### src/rtl/fifo_rd_stream_adapter_pkg.sv
// Shared constants and types for the FIFO read-side stream adapter.
// The optional transfer counter is enabled by defining RD_ADAPTER_XFER_CNT_EN.
package fifo_rd_stream_adapter_pkg;

  localparam int RD_LATENCY_MAX = 3;
  localparam int XFER_CNT_W     = 32;
  localparam int TAG_CNT_W      = $clog2(RD_LATENCY_MAX + 1);

  // One bit per pipeline stage between a pop request and its data landing.
  typedef logic [RD_LATENCY_MAX-1:0] inflight_tags_t;

  function automatic logic [TAG_CNT_W-1:0] tag_count(input inflight_tags_t tags);
    logic [TAG_CNT_W-1:0] cnt;
    cnt = '0;
    for (int i = 0; i < RD_LATENCY_MAX; i++) begin
      cnt = cnt + TAG_CNT_W'(tags[i]);
    end
    return cnt;
  endfunction

endpackage

### src/rtl/fifo_rd_stream_adapter_if.sv
// Bundle of the upstream FIFO pop port and the downstream valid/ready stream.
// Signal directions in the names are as seen from the adapter (master side).
interface fifo_rd_stream_adapter_if #(
  parameter int WIDTH = 8
);

  logic             fifo_empty_i;
  logic [WIDTH-1:0] fifo_data_i;
  logic             fifo_rd_en_o;
  logic             valid_o;
  logic             ready_i;
  logic [WIDTH-1:0] data_o;

  modport master (
    input  fifo_empty_i, fifo_data_i, ready_i,
    output fifo_rd_en_o, valid_o, data_o
  );

  modport slave (
    output fifo_empty_i, fifo_data_i, ready_i,
    input  fifo_rd_en_o, valid_o, data_o
  );

endinterface

### src/rtl/fifo_rd_stream_adapter_stream_flop_buf.sv
// Small flop-based FIFO that catches words landing from the upstream SRAM FIFO.
// Depth need not be a power of two; pointers wrap explicitly at DEPTH-1.
module fifo_rd_stream_adapter_stream_flop_buf #(
  parameter int WIDTH = 8,
  parameter int DEPTH = 2,
  parameter int OCC_W = $clog2(DEPTH + 1)
) (
  input  logic             clk_i,
  input  logic             rst_ni,
  input  logic             wr_en_i,
  input  logic [WIDTH-1:0] wr_data_i,
  input  logic             rd_en_i,
  output logic [WIDTH-1:0] rd_data_o,
  output logic [OCC_W-1:0] occ_o
);

  localparam int PTR_W = (DEPTH > 1) ? $clog2(DEPTH) : 1;

  logic [WIDTH-1:0] mem_q [DEPTH];
  logic [PTR_W-1:0] head_q, head_d;
  logic [PTR_W-1:0] tail_q, tail_d;
  logic [OCC_W-1:0] occ_q, occ_d;

  function automatic logic [PTR_W-1:0] ptr_inc(input logic [PTR_W-1:0] p);
    return (p == PTR_W'(DEPTH - 1)) ? '0 : p + PTR_W'(1);
  endfunction

  // NOTE: every always_comb output gets its default first so no path can infer a latch.
  always_comb begin
    head_d = head_q;
    tail_d = tail_q;
    occ_d  = occ_q + OCC_W'(wr_en_i) - OCC_W'(rd_en_i);
    if (wr_en_i) tail_d = ptr_inc(tail_q);
    if (rd_en_i) head_d = ptr_inc(head_q);
  end

  // NOTE: sequential state uses non-blocking assignments so all flops update together.
  always_ff @(posedge clk_i or negedge rst_ni) begin
    if (!rst_ni) begin
      head_q <= '0;
      tail_q <= '0;
      occ_q  <= '0;
    end else begin
      head_q <= head_d;
      tail_q <= tail_d;
      occ_q  <= occ_d;
    end
  end

  // NOTE: storage is deliberately not reset; occupancy alone decides which entries are live.
  always_ff @(posedge clk_i) begin
    if (wr_en_i) mem_q[tail_q] <= wr_data_i;
  end

  assign rd_data_o = mem_q[head_q];
  assign occ_o     = occ_q;

endmodule

### src/rtl/fifo_rd_stream_adapter.sv
// Turns the upstream FIFO pop port into a valid/ready stream using read credits.
// Define RD_ADAPTER_XFER_CNT_EN to add the 32-bit accepted-word counter xfer_cnt_o.
module fifo_rd_stream_adapter
  import fifo_rd_stream_adapter_pkg::*;
#(
  parameter int WIDTH      = 8,
  parameter int RD_LATENCY = 1
) (
  input  logic                    clk_i,
  input  logic                    rst_ni,
`ifdef RD_ADAPTER_XFER_CNT_EN
  output logic [XFER_CNT_W-1:0]   xfer_cnt_o,
`endif
  fifo_rd_stream_adapter_if.master bus
);

  localparam int BUF_DEPTH = RD_LATENCY + 1;
  localparam int W_OCC     = $clog2(BUF_DEPTH + 1);
  localparam int W_CRD     = W_OCC + 1;
  localparam inflight_tags_t TAG_MASK = inflight_tags_t'((1 << RD_LATENCY) - 1);

  if (RD_LATENCY < 1 || RD_LATENCY > RD_LATENCY_MAX) begin : g_bad_latency
    $error("RD_LATENCY must be in 1..%0d", RD_LATENCY_MAX);
  end

  inflight_tags_t   pipe_q, pipe_d;
  logic [W_OCC-1:0] occ;
  logic [W_CRD-1:0] credit_used;
  logic [WIDTH-1:0] head_data;
  logic             land, pop, rd_en, valid;

  assign land  = pipe_q[RD_LATENCY-1];
  assign valid = (occ != '0);
  assign pop   = valid & bus.ready_i;

  // A word popped this cycle frees its slot in time for a new request, which is
  // what lets the stream run at one word per cycle.
  always_comb begin
    credit_used = W_CRD'(occ) + W_CRD'(tag_count(pipe_q)) - W_CRD'(pop);
    rd_en       = rst_ni && !bus.fifo_empty_i && (credit_used < W_CRD'(BUF_DEPTH));
    pipe_d      = {pipe_q[RD_LATENCY_MAX-2:0], rd_en} & TAG_MASK;
  end

  always_ff @(posedge clk_i or negedge rst_ni) begin
    if (!rst_ni) pipe_q <= '0;
    else         pipe_q <= pipe_d;
  end

  fifo_rd_stream_adapter_stream_flop_buf #(
    .WIDTH (WIDTH),
    .DEPTH (BUF_DEPTH),
    .OCC_W (W_OCC)
  ) u_buf (
    .clk_i     (clk_i),
    .rst_ni    (rst_ni),
    .wr_en_i   (land),
    .wr_data_i (bus.fifo_data_i),
    .rd_en_i   (pop),
    .rd_data_o (head_data),
    .occ_o     (occ)
  );

  assign bus.fifo_rd_en_o = rd_en;
  assign bus.valid_o      = valid;
  assign bus.data_o       = valid ? head_data : '0;

`ifdef RD_ADAPTER_XFER_CNT_EN
  logic [XFER_CNT_W-1:0] xfer_cnt_q, xfer_cnt_d;

  assign xfer_cnt_d = xfer_cnt_q + XFER_CNT_W'(pop);

  always_ff @(posedge clk_i or negedge rst_ni) begin
    if (!rst_ni) xfer_cnt_q <= '0;
    else         xfer_cnt_q <= xfer_cnt_d;
  end

  assign xfer_cnt_o = xfer_cnt_q;
`endif

  assert property (@(posedge clk_i) disable iff (!rst_ni)
                   !(land && occ == W_OCC'(BUF_DEPTH) && !pop))
    else $error("word landed into a full buffer");

endmodule

### src/flat_wrapper.sv
// flat-port wrapper written by rule: the top's interface ports become plain ports
module fifo_rd_stream_adapter_flat import fifo_rd_stream_adapter_pkg::*;
#(
  parameter int WIDTH      = 8,
  parameter int RD_LATENCY = 1
)
  (clk_i, rst_ni, bus_fifo_empty_i, bus_fifo_data_i, bus_ready_i, bus_fifo_rd_en_o, bus_valid_o, bus_data_o);
  fifo_rd_stream_adapter_if #(.WIDTH(WIDTH)) bus_i ();
  input  logic clk_i;
  input  logic rst_ni;
  input wire logic [$bits(bus_i.fifo_empty_i)-1:0] bus_fifo_empty_i;
  input wire logic [$bits(bus_i.fifo_data_i)-1:0] bus_fifo_data_i;
  input wire logic [$bits(bus_i.ready_i)-1:0] bus_ready_i;
  output wire logic [$bits(bus_i.fifo_rd_en_o)-1:0] bus_fifo_rd_en_o;
  output wire logic [$bits(bus_i.valid_o)-1:0] bus_valid_o;
  output wire logic [$bits(bus_i.data_o)-1:0] bus_data_o;
  assign bus_i.fifo_empty_i = bus_fifo_empty_i;
  assign bus_i.fifo_data_i = bus_fifo_data_i;
  assign bus_i.ready_i = bus_ready_i;
  assign bus_fifo_rd_en_o = bus_i.fifo_rd_en_o;
  assign bus_valid_o = bus_i.valid_o;
  assign bus_data_o = bus_i.data_o;
  fifo_rd_stream_adapter #(.WIDTH(WIDTH), .RD_LATENCY(RD_LATENCY)) u_core (.clk_i(clk_i), .rst_ni(rst_ni), .bus(bus_i));
endmodule
### config.mk
export PLATFORM = sky130hd
export DESIGN_NAME = fifo_rd_stream_adapter_flat
export DESIGN_NICKNAME = d
export VERILOG_FILES = /design/src/rtl/fifo_rd_stream_adapter_pkg.sv /design/src/rtl/fifo_rd_stream_adapter_if.sv /design/src/rtl/fifo_rd_stream_adapter_stream_flop_buf.sv /design/src/rtl/fifo_rd_stream_adapter.sv /design/src/flat_wrapper.sv
export SDC_FILE = /design/constraint.sdc
export NUM_CORES = 1
export LEC_CHECK = 0
export BUFFER_PORTS_ARGS = -buffer_cell sky130_fd_sc_hd__buf_2
export CAP_MARGIN = 0
export CORE_ASPECT_RATIO = 0.75
export CORE_MARGIN = 1
export CORE_UTILIZATION = 23
export DETAILED_ROUTE_END_ITERATION = 8
export PLACE_DENSITY = 0.47
export SYNTH_ARGS = -nofsm -noshare
export SYNTH_HDL_FRONTEND = slang
export SYNTH_HIERARCHICAL = 1
export SYNTH_SLANG_ARGS = --single-unit
export TNS_END_PERCENT = 30
### constraint.sdc
create_clock -name clk_i -period 2.05 [get_ports clk_i]
set_clock_uncertainty 0.05 [all_clocks]
set_input_delay 0.205 -clock clk_i [delete_from_list [all_inputs] [get_ports clk_i]]
set_output_delay 0.205 -clock clk_i [all_outputs]
set_load 0.02 [all_outputs]
==> flow_metrics.env <==
export IMPL_run_status="complete, but fails checks"
export IMPL_violations_in_the_final_reports="negative setup slack"
export IMPL_flow_area_growth_from_synthesis_pct=27.7
export IMPL_grt_start_max_net_pins=13
export IMPL_fin_crit_ps=2370
export IMPL_startpoint_type="flip-flop"
export IMPL_async_flop_share_pct=23.8
export IMPL_ys_seq_area_share_pct=62.0
export IMPL_layout_core_utilization_pct=30.8
export IMPL_ff2ff_setup_slack_ps=220
export IMPL_max_vdd_ir_drop_v=0.000350
export IMPL_yosysMostFrequentCell="sky130_fd_sc_hd__edfxtp_1"
export IMPL_power_share_of_the_sequential_group_pct=38.7
export IMPL_power_leakage_nw=0.537
export IMPL_globalRouteOverflowTotal=0
export IMPL_critical_path_top_delay_family="adder cells"
export IMPL_powerDensity_mw_per_mm2=1360
export IMPL_first_global_vias=541
export IMPL_synthTopCellsByCount="sky130_fd_sc_hd__edfxtp_1, sky130_fd_sc_hd__nor2b_2, sky130_fd_sc_hd__mux2_4"
export IMPL_die_height_microns=58.5
export IMPL_post_synth_main_area_contributors="sky130_fd_sc_hd__edfxtp_1, sky130_fd_sc_hd__dfrtp_1, sky130_fd_sc_hd__mux2_4"
export IMPL_worstSetupStartpoint="u_core/u_buf/occ_o[1]$_DFF_PN0_"
export IMPL_h_tree_depth=1
export IMPL_first_pass_grt_wire_length_mm=2.48
export IMPL_netlist_cell_type_count=17
export IMPL_postSynthCellCount=57
export IMPL_crit_path_max_fanout=2
export IMPL_initial_core_util_pct=24.1
export IMPL_drt_pre_antenna_iters=3
export IMPL_most_used_flip_flop_cell_after_synthesis="sky130_fd_sc_hd__edfxtp_1"
export IMPL_antenna_violating_nets_post_route=0
export IMPL_post_route_drc_count=0
export IMPL_hold_violations=0
export IMPL_cts_made_buffers=3
export IMPL_floorplan_io_pins=22
export IMPL_design_final_nets=103
export IMPL_maxCapViolations=0
export IMPL_critPathBufInv=1
export IMPL_cts_post_setup_buffers_inserted=0
export IMPL_final_layout_size_suffix_gt1_share_pct=61.6
export IMPL_postSynthNetCount=73
export IMPL_cts_tree="built"
export IMPL_timing_final_crit_share_pct=116
export IMPL_finalPower_mw=1.70
export IMPL_postSynthRegisterBits=21
export IMPL_hpwlAfterDp_mm=1.13
export IMPL_antenna_diode_count=0
export IMPL_row_count=20
export IMPL_place_congestion=0.654
export IMPL_critPathRequiredTime_ps=1790
export IMPL_post_route_worst_setup_slack_ps=-325
export IMPL_hold_path_class="input port to flip-flop"
export IMPL_cp_data_arrival_time_ps=2120
export IMPL_dpl_worst_slack_ps=-84.5
export IMPL_floorplan_die_area_sq_mm=0.00452
export IMPL_avgSynthCellArea_sq_um=17.1
export IMPL_combPwrFrac_pct=45.9
export IMPL_p_sw_share_pct=35.3
export IMPL_max_freq_mhz=421
export IMPL_place_detailed_instances=136
export IMPL_path_class="flip-flop to output port"
export IMPL_synth_edff_count=16
export IMPL_worst_path_largest_cell_delay_ps=530
export IMPL_post_synth_instance_area_sq_um=977
export IMPL_r2r_start="u_core/u_buf/occ_o[1]$_DFF_PN0_"
export IMPL_yosysTopAreaCell="sky130_fd_sc_hd__edfxtp_1"
export IMPL_clock_insertion_delay_worst_skew_ps=250
export IMPL_vias=524
export IMPL_power_internal_mw=1.10
export IMPL_critical_path_cell_chain="nor2_4, nor2b_2, ha_1, nand2b_4, fa_2, nand2_2, nor3_2, buf_4"
export IMPL_via_per_inst=3.72
export IMPL_route_detailed_wl_per_inst_microns=10.6
export IMPL_cts_sink_count=21
export IMPL_area_share_of_the_largest_cell_type_after_synthesis_pct=49.2
export IMPL_final_max_slew_viol_count=0
export IMPL_grt_antenna_before_repair=0
export IMPL_setup_worst_path_end_class="output port"
export IMPL_core_sq_mm=0.00405
export IMPL_drtIter0Drc=14
export IMPL_grt_setup_unrepaired="yes"
export IMPL_final_cells=141
export IMPL_cts_root_buffer="sky130_fd_sc_hd__clkbuf_8"
export IMPL_clock_transition_at_the_registers_of_the_reported_paths_ps=70
export IMPL_clockPowerShare_pct=15.4
export IMPL_yosys_warnings=6
export IMPL_worst_slew_pin_transition_ps=551
export IMPL_port_buffers=21
export IMPL_drt_wl_total_mm=1.50
export IMPL_cts_root_to_sink_buffers=2
export IMPL_timing_final_setup_violations=1
export IMPL_die_x_microns=77.3
export IMPL_worstHoldStart="bus_fifo_empty_i"
export IMPL_track_usage_pct=7.73
export IMPL_net_switching_power_uw=600
export IMPL_timing_slew_headroom_pct=63.2
export IMPL_worst_path_max_delay_cell="sky130_fd_sc_hd__fa_2"
==> cell families (layout without fill, tap and decap cells) <==
group,count (synthesis),in the layout,synth area share [%]
xor gates and xnor gates,4,4,5.12
adders and majority gates,4,4,5.89
buffers and inverters,5,34,2.69
DFF,21,21,62.0
muxes,8,8,12.3
and+or+nand+nor,15,15,12.0
==> metrics by stage <==
stage / area, sq um / hold slack (ps) / setup TNS, ps
after floorplan: 993 / -141 / -558
final: 1250 / 53.6 / -325
after CTS: 1250 / 49.0 / -354
after global placement: 1190 / -12.4 / -33.3
after global routing: 1250 / 52.6 / -405
after detailed placement: 1190 / -8.68 / -84.5
==> state kept, by name (all words and copies together) (netlist names) <==
| signal | cells |
|---|---|
| u_core/u_buf/mem_q | 16 |
| u_core/u_buf/tail_q | 1 |
| u_core/u_buf/head_q | 1 |
| u_core/u_buf/occ_o | 2 |
| u_core/pipe_q | 1 |
==> routing by layer <==
metal / global-route usage (%) / vias up / part of all wire [%]
met2: 13.9 / 13 / 51
li1: - / 255 / -
met5: 0 / - / 0
met1: 7.99 / 254 / 41
met4: 1.62 / 0 / 0.53
met3: 4.34 / 2 / 6.9
==> area by class of cell <==
class | count | area [sq um]
flip-flops and latches | 21 | 607
fillers | 433 | 2810
clock buffers | 3 | 41.3
inverters | 4 | 15.0
repair buffers | 26 | 148
multi-input cells | 31 | 363
clock inverters | 1 | 5.00
well taps | 55 | 68.8
==> cell usage in the layout, fill, tap and decap left out, types with 3 or more instances in the layout <==
cell type,n
sky130_fd_sc_hd__buf_2,20
sky130_fd_sc_hd__edfxtp_1,16
sky130_fd_sc_hd__nor2b_2,9
sky130_fd_sc_hd__mux2_4,8
sky130_fd_sc_hd__buf_4,5
sky130_fd_sc_hd__dfrtp_1,4
sky130_fd_sc_hd__clkbuf_8,3
sky130_fd_sc_hd__inv_1,3
sky130_fd_sc_hd__xor2_1,3
sky130_fd_sc_hd__ha_1,3
==> worst paths after layout <==
| kind | endpoint | cells after the start |
|---|---|---|
| setup reg to reg | u_core/pipe_q[0]$_DFF_PN0_ | 7 |
| hold / removal | u_core/pipe_q[0]$_DFF_PN0_ | 2 |
| max in group asynchronous | u_core/u_buf/occ_o[1]$_DFF_PN0_ | 2 |
| setup / recovery | bus_fifo_rd_en_o | 8 |
| hold reg to reg | u_core/u_buf/tail_q$_DFFE_PN0P_ | 1 |
| min in group asynchronous | u_core/u_buf/occ_o[0]$_DFF_PN0_ | 2 |
==> timing repair <==
action | 4_1_cts | 5_1_grt
endpoints found under the hold margin | 5 | 0
pin swaps | 0 | 1
resized for setup | 2 | 0
hold buffers | 1 | 0
endpoints found under the setup margin | 1 | 1
==> power by group through the flow <==
stage / logic [mW] / clock network, mW / registers, mW
2_1_floorplan: 0.614 / 0 / 0.624
3_3_place_gp: 0.768 / 0 / 0.669
3_5_place_dp: 0.784 / 0 / 0.672
4_1_cts: 0.800 / 0.272 / 0.662
5_1_grt: 0.856 / 0.287 / 0.674
6_report: 0.780 / 0.261 / 0.658
Power figures use the tool's default switching activity.
